<file path="config.mk">
export PLATFORM = sky130hd
export DESIGN_NAME = spi_master_sched
export DESIGN_NICKNAME = d
export VERILOG_FILES = /design/src/rtl/spi_master_sched.sv
export SDC_FILE = /design/constraint.sdc
export NUM_CORES = 1
export LEC_CHECK = 0
export CAP_MARGIN = 20
export CORE_ASPECT_RATIO = 2
export CORE_MARGIN = 2
export CORE_UTILIZATION = 30
export CTS_CLUSTER_SIZE = 40
export DETAILED_ROUTE_END_ITERATION = 10
export DONT_BUFFER_PORTS = 1
export PLACE_DENSITY = 0.54
export RECOVER_POWER = 100
export SETUP_SLACK_MARGIN = 0.15
export SLEW_MARGIN = 15
export SYNTH_ARGS = -nofsm -noshare
export SYNTH_HDL_FRONTEND = slang
export SYNTH_SLANG_ARGS = --single-unit
</file>
<file path="constraint.sdc">
create_clock -name clk -period 3.64 [get_ports clk]
set_input_delay 0.546 -clock clk [delete_from_list [all_inputs] [get_ports clk]]
set_output_delay 0.546 -clock clk [all_outputs]
set_load 0.01 [all_outputs]
</file>
<file path="src/rtl/spi_master_sched.sv">
// SPI master sequencer: arbitrates two requesters round-robin and services slave
// interrupts (higher priority) on a single-slave SPI bus. Frames are never preempted.
module spi_master_sched #(
  parameter int unsigned CLK_DIV = 4,
  parameter int unsigned DW      = 8
) (
  input  logic          clk,
  input  logic          rst,
  input  logic [1:0]    req,
  input  logic [1:0]    req_rw,
  input  logic [DW-1:0] req_wdata0,
  input  logic [DW-1:0] req_wdata1,
  output logic [1:0]    gnt,
  output logic [1:0]    done,
  output logic [DW-1:0] rdata,
  output logic          busy,
  output logic          irq_valid,
  output logic [DW-1:0] irq_addr,
  output logic          sclk,
  output logic          cs,
  output logic          mosi,
  input  logic          miso,
  input  logic          intr_in
);

  localparam int unsigned PerLen = 2 * CLK_DIV;
  localparam int unsigned PhW    = $clog2(PerLen);
  localparam int unsigned BitW   = $clog2(DW);
  localparam logic [PhW-1:0]  PhLast  = PhW'(PerLen - 1);
  localparam logic [PhW-1:0]  PhRise  = PhW'(CLK_DIV);
  localparam logic [BitW-1:0] BitLast = BitW'(DW - 1);

  typedef enum logic [2:0] {
    StIdle, StSetup, StOp, StData, StTail, StDone, StIrq, StIrqDone
  } state_e;

  state_e          state_q, state_d;
  logic [PhW-1:0]  ph_q, ph_d;
  logic [BitW-1:0] bit_q, bit_d;
  logic [DW-1:0]   shift_q, shift_d;
  logic [DW-1:0]   wdata_q, wdata_d;
  logic [DW-1:0]   rdata_q, rdata_d;
  logic [DW-1:0]   irq_addr_q, irq_addr_d;
  logic            rw_q, rw_d;
  logic            id_q, id_d;
  logic            rr_q, rr_d;
  logic            intr_s1_q, intr_s2_q;
  logic            win, period_end, counting, miso_bit;

  always_ff @(posedge clk or posedge rst) begin
    if (rst) begin
      state_q    <= StIdle;
      ph_q       <= '0;
      bit_q      <= '0;
      shift_q    <= '0;
      wdata_q    <= '0;
      rdata_q    <= '0;
      irq_addr_q <= '0;
      rw_q       <= 1'b0;
      id_q       <= 1'b0;
      rr_q       <= 1'b0;
      intr_s1_q  <= 1'b0;
      intr_s2_q  <= 1'b0;
    end else begin
      state_q    <= state_d;
      ph_q       <= ph_d;
      bit_q      <= bit_d;
      shift_q    <= shift_d;
      wdata_q    <= wdata_d;
      rdata_q    <= rdata_d;
      irq_addr_q <= irq_addr_d;
      rw_q       <= rw_d;
      id_q       <= id_d;
      rr_q       <= rr_d;
      intr_s1_q  <= intr_in;
      intr_s2_q  <= intr_s1_q;
    end
  end

  // X/Z on miso falls into the else branch and is stored as 0.
  always_comb begin
    miso_bit = 1'b0;
    if (miso == 1'b1) miso_bit = 1'b1;
  end

  assign counting   = state_q inside {StSetup, StOp, StData, StTail, StIrq};
  assign period_end = (ph_q == PhLast);
  // rr_q names the requester that wins a tie.
  assign win        = (req == 2'b11) ? rr_q : req[1];

  always_comb begin
    state_d    = state_q;
    bit_d      = bit_q;
    shift_d    = shift_q;
    wdata_d    = wdata_q;
    rdata_d    = rdata_q;
    irq_addr_d = irq_addr_q;
    rw_d       = rw_q;
    id_d       = id_q;
    rr_d       = rr_q;
    gnt        = 2'b00;
    done       = 2'b00;
    irq_valid  = 1'b0;
    ph_d       = (counting && !period_end) ? ph_q + 1'b1 : '0;

    unique case (state_q)
      StIdle: begin
        bit_d = '0;
        if (intr_s2_q) begin
          state_d = StIrq;
        end else if (req != 2'b00) begin
          gnt     = win ? 2'b10 : 2'b01;
          id_d    = win;
          rr_d    = ~win;
          rw_d    = req_rw[win];
          wdata_d = win ? req_wdata1 : req_wdata0;
          shift_d = '0;
          state_d = StSetup;
        end
      end
      StSetup: if (period_end) state_d = StOp;
      StOp:    if (period_end) state_d = StData;
      StData: begin
        if (period_end) begin
          if (bit_q == BitLast) begin
            bit_d   = '0;
            state_d = StTail;
          end else begin
            bit_d = bit_q + 1'b1;
          end
        end
      end
      StTail: begin
        if (period_end) begin
          state_d = StDone;
          if (!rw_q) rdata_d = shift_q;
        end
      end
      StDone: begin
        done    = id_q ? 2'b10 : 2'b01;
        state_d = StIdle;
      end
      StIrq: begin
        if (period_end) begin
          if (bit_q == BitLast) begin
            bit_d      = '0;
            irq_addr_d = shift_q;
            state_d    = StIrqDone;
          end else begin
            bit_d = bit_q + 1'b1;
          end
        end
      end
      StIrqDone: begin
        irq_valid = 1'b1;
        state_d   = StIdle;
      end
      default: state_d = StIdle;
    endcase

    if ((((state_q == StData) && !rw_q) || (state_q == StIrq)) && (ph_q == PhRise)) begin
      shift_d[bit_q] = miso_bit;
    end
  end

  always_comb begin
    mosi = 1'b0;
    if (state_q == StOp) mosi = rw_q;
    else if (state_q == StData) mosi = rw_q & wdata_q[bit_q];
  end

  assign busy     = (state_q != StIdle);
  assign cs       = state_q inside {StSetup, StOp, StData, StTail};
  assign sclk     = counting && (ph_q >= PhRise);
  assign rdata    = rdata_q;
  assign irq_addr = irq_addr_q;

endmodule

</file>
==> results by group <==
Outcome
  • Outcome: complete, no violations

Floorplanning
  • Die X-Extent: 65.71 um
  • Number of top-level pins: 49
  • Area of the core: 7488 um2
  • Area of the die: 8372 um2
  • Site Rows: 45
  • Initial Util: 0.3051
  • Die height: 127.4 um

Routing
  • First-pass iteration count of the detailed router: 5
  • Avg WL per Cell: 16.16 um
  • # DRC: 0
  • Post-Route WL: 4.784 mm
  • Initial DRC Count: 120
  • Via Count: 1,547
  • Antenna viol nets, final: 0
  • Vias per cell: ~5.2

Global routing
  • Largest net degree at the start of global routing: 47
  • Tot GR Track Use: 0.1239
  • Routing usage on met3: 0.03433
  • Top Usage Layer GRT: met2
  • Met1 usage: 0.1711
  • First-pass GRT wire length: 8.059 mm
  • Grt ovf: 0
  • Initial antenna violation count: 0
  • Number of global-route vias before repair: 1,591
  • Met2 Resource Use GR: 0.1848

Logic synthesis
  • Main synth FF type: dfrtp_1
  • Post-synthesis adder-cell area fraction: 0.03286
  • XOR/XNOR Fraction of Synth Area: 0.003834
  • Async SR Flop Fraction: 1.000
  • Simple-Gate Fraction of Synth Area: 0.1336
  • Synthesized cell area: 2285 um2
  • EDFF count, synth: 0
  • Post-synth top area share: 0.5038
  • Ys Warns: 0
  • Leading post-synthesis cells by cell area: dfrtp_1 50%, mux2_2 7.9%, a222oi_1 3.9%
  • Mux cell area share after synthesis: 0.1292
  • Syn_nets: ~240
  • Register area share after synthesis: 0.5038
  • Synth Instances: around 210
  • Unique masters post-synth: 43
  • Compound-cell area share of the yosys netlist: 0.1375
  • Yosys reg bits: 46
  • Largest family of logic cells by synthesized area: compound AO/OA/AOI/OAI gates
  • Largest area contributor in the netlist: dfrtp_1
  • Synth Area per Inst: 11.14 um2

Clock tree
  • Clock transition at path regs: 0.06 ns
  • Clk root buf: clkbuf_16
  • Inserted Clock Buffers: 5
  • CTS max path bufs: 2
  • CTS Sinks: 46
  • Worst-Skew Late Latency: 0.29 ns
  • CTS Hold Buffers Added: 0
  • Postcts setup bufs: 0
  • H-tree depth: 2
  • Post_cts resized: 0
  • CTS tree: yes

Placement
  • Final Wtd Congestion: 0.8221
  • PortBufs: 0
  • Dpl ws: 1.433 ns
  • Post-placement cell count: around 290
  • Post-DP HPWL: around 3.4 mm

STA
  • Max-slew headroom: 0.1834
  • FMAX: around 0.39 GHz
  • Setup slack after layout: between 1 and 1.5 ns
  • Final worst path period share: 0.7000
  • Fin. max-slew vios: 0
  • RSZ-0062 raised after global routing: false
  • WHS: 0.2866 ns
  • Slew @ Worst Pin: 1.225 ns
  • Clock skew: 0.004645 ns
  • Final setup fails: 0
  • Fin crit period: 2.548 ns
  • Hold Fails Final Rpt: 0
  • Setup TNS: 0 ns

Critical path
  • CP max-delay cell: nor3_1
  • Largest stage delay, worst path: around 0.91 ns
  • CP Class: flip-flop to flip-flop
  • Startpoint types: flip-flop
  • CP most frequent cell: ha_1
  • Critical Path RT: 3.81 ns
  • Critical-path cell list: ha_1 -> ha_1 -> nand2_1 -> nor3_1 -> mux2_2
  • Crit path DAT: approximately 2.7 ns
  • CP Buf/Inv Count: 0
  • CP top delay family: simple AND/OR/NAND/NOR gates
  • Worst-path fanout max: 14
  • Crit path capture type: flip-flop

Finish
  • Area Overhead vs Synth: 8.981%
  • Fraction of layout instances using a drive strength above 1: 0.1386
  • Final Instance Count excl. Fillers: 296
  • Diode count: 0
  • Number of nets in the layout: 231

Hold path
  • Hold crit path type: input port to flip-flop

Power and ir drop
  • PwrDens: 410.8 nW/um2
  • Peak supply drop: 0.0002531 V
  • Tot Pwr: 1.023 mW
  • Pleak: 1.219 nW

Run
  • Max-Cap Viols: 0
## cell families after synthesis
family / after synthesis
simple gates: 55
flops: 46
compound gates: 39
buf+inv: 33
mux: 25
fa+ha+maj: 6
xor+xnor: 1
## power breakdown
| part | switching, mW | total [mW] | internal [mW] |
|---|---|---|---|
| sequential | 0.00397 | 0.520 | 0.516 |
| clock | 0.193 | 0.487 | 0.293 |
| combinational | 0.0129 | 0.0161 | 0.00318 |
| total | 0.210 | 1.02 | 0.813 |
## registers in the layout, indices dropped and copies added, names as in the netlist
| name | cells |
|---|---|
| wdata_q | 8 |
| intr_s1_q | 1 |
| bit_q | 3 |
| id_q | 1 |
| intr_s2_q | 1 |
| rdata | 8 |
| ph_q | 3 |
| state_q | 3 |
| rw_q | 1 |
| irq_addr | 8 |
| rr_q | 1 |
| shift_q | 8 |
## synthesized netlist by cell type (2+ instances only)
cell and count:
mux2_2 16, nand3b_1 2, nor3_1 3, and2_1 3
a21o_1 2, inv_1 20, buf_2 6, mux4_2 2
and3_1 5, o22ai_1 3, dfrtp_1 46, nor4_1 2
o41ai_1 2, a21oi_1 5, clkbuf_1 6, nor3b_2 2
a221oi_1 2, nor2_1 7, o21ai_0 4, nand2b_1 8
nand3_1 2, a222oi_1 9, nand2_1 17, ha_1 6
mux2i_1 7
## layout make-up
type | count | area (um2)
repair buffers | 2 | 7.507
clock inverters | 1 | 8.758
multi-input cells | 126 | 977.2
well taps | 94 | 117.6
inverters | 20 | 75.07
fillers | 743 | 4999
clock buffers | 7 | 152.6
flip-flops and latches | 46 | 1151
## layer usage
layer,share of wire,up-vias
li1,-,733
met1,0.47,762
met2,0.46,44
met3,0.060,8
met4,0.016,0
met5,0,-
## path summary, 6_finish.rpt
path                                 startpoint                      end  cells after the start  slack [ns]
min reg2reg                 intr_s1_q$_DFF_PP0_      intr_s2_q$_DFF_PP0_                      0        0.35
max reg2reg                bit_q[1]$_DFFE_PP0P_  irq_addr[4]$_DFFE_PP0P_                      5        1.09
max                        bit_q[1]$_DFFE_PP0P_  irq_addr[4]$_DFFE_PP0P_                      5        1.09
max in group asynchronous                   rst     rdata[1]$_DFFE_PP0P_                      2        1.69
min                                     intr_in      intr_s1_q$_DFF_PP0_                      0        0.29
min in group asynchronous                   rst     rdata[5]$_DFFE_PP0P_                      1        0.34
## through the flow
stage,utilization,area [um2]
5_1_grt,0.3325,2490
2_1_floorplan,-,2285
3_5_place_dp,0.3138,2350
6_report,0.3325,2490
4_1_cts,0.3353,2511
3_3_place_gp,0.3138,2350
## layout by cell type (no fill, tap or decap), types with 4 or more instances in the layout
cell / n
o21ai_0: 5
ha_1: 6
and3_1: 5
mux2i_1: 7
nand2_1: 17
nor3_1: 4
nand2b_1: 8
dfrtp_1: 46
nor2_1: 7
mux2_2: 16
clkbuf_16: 5
inv_1: 20
a222oi_1: 9
a21oi_1: 5
No activity file was read; power rests on OpenSTA's default activity.
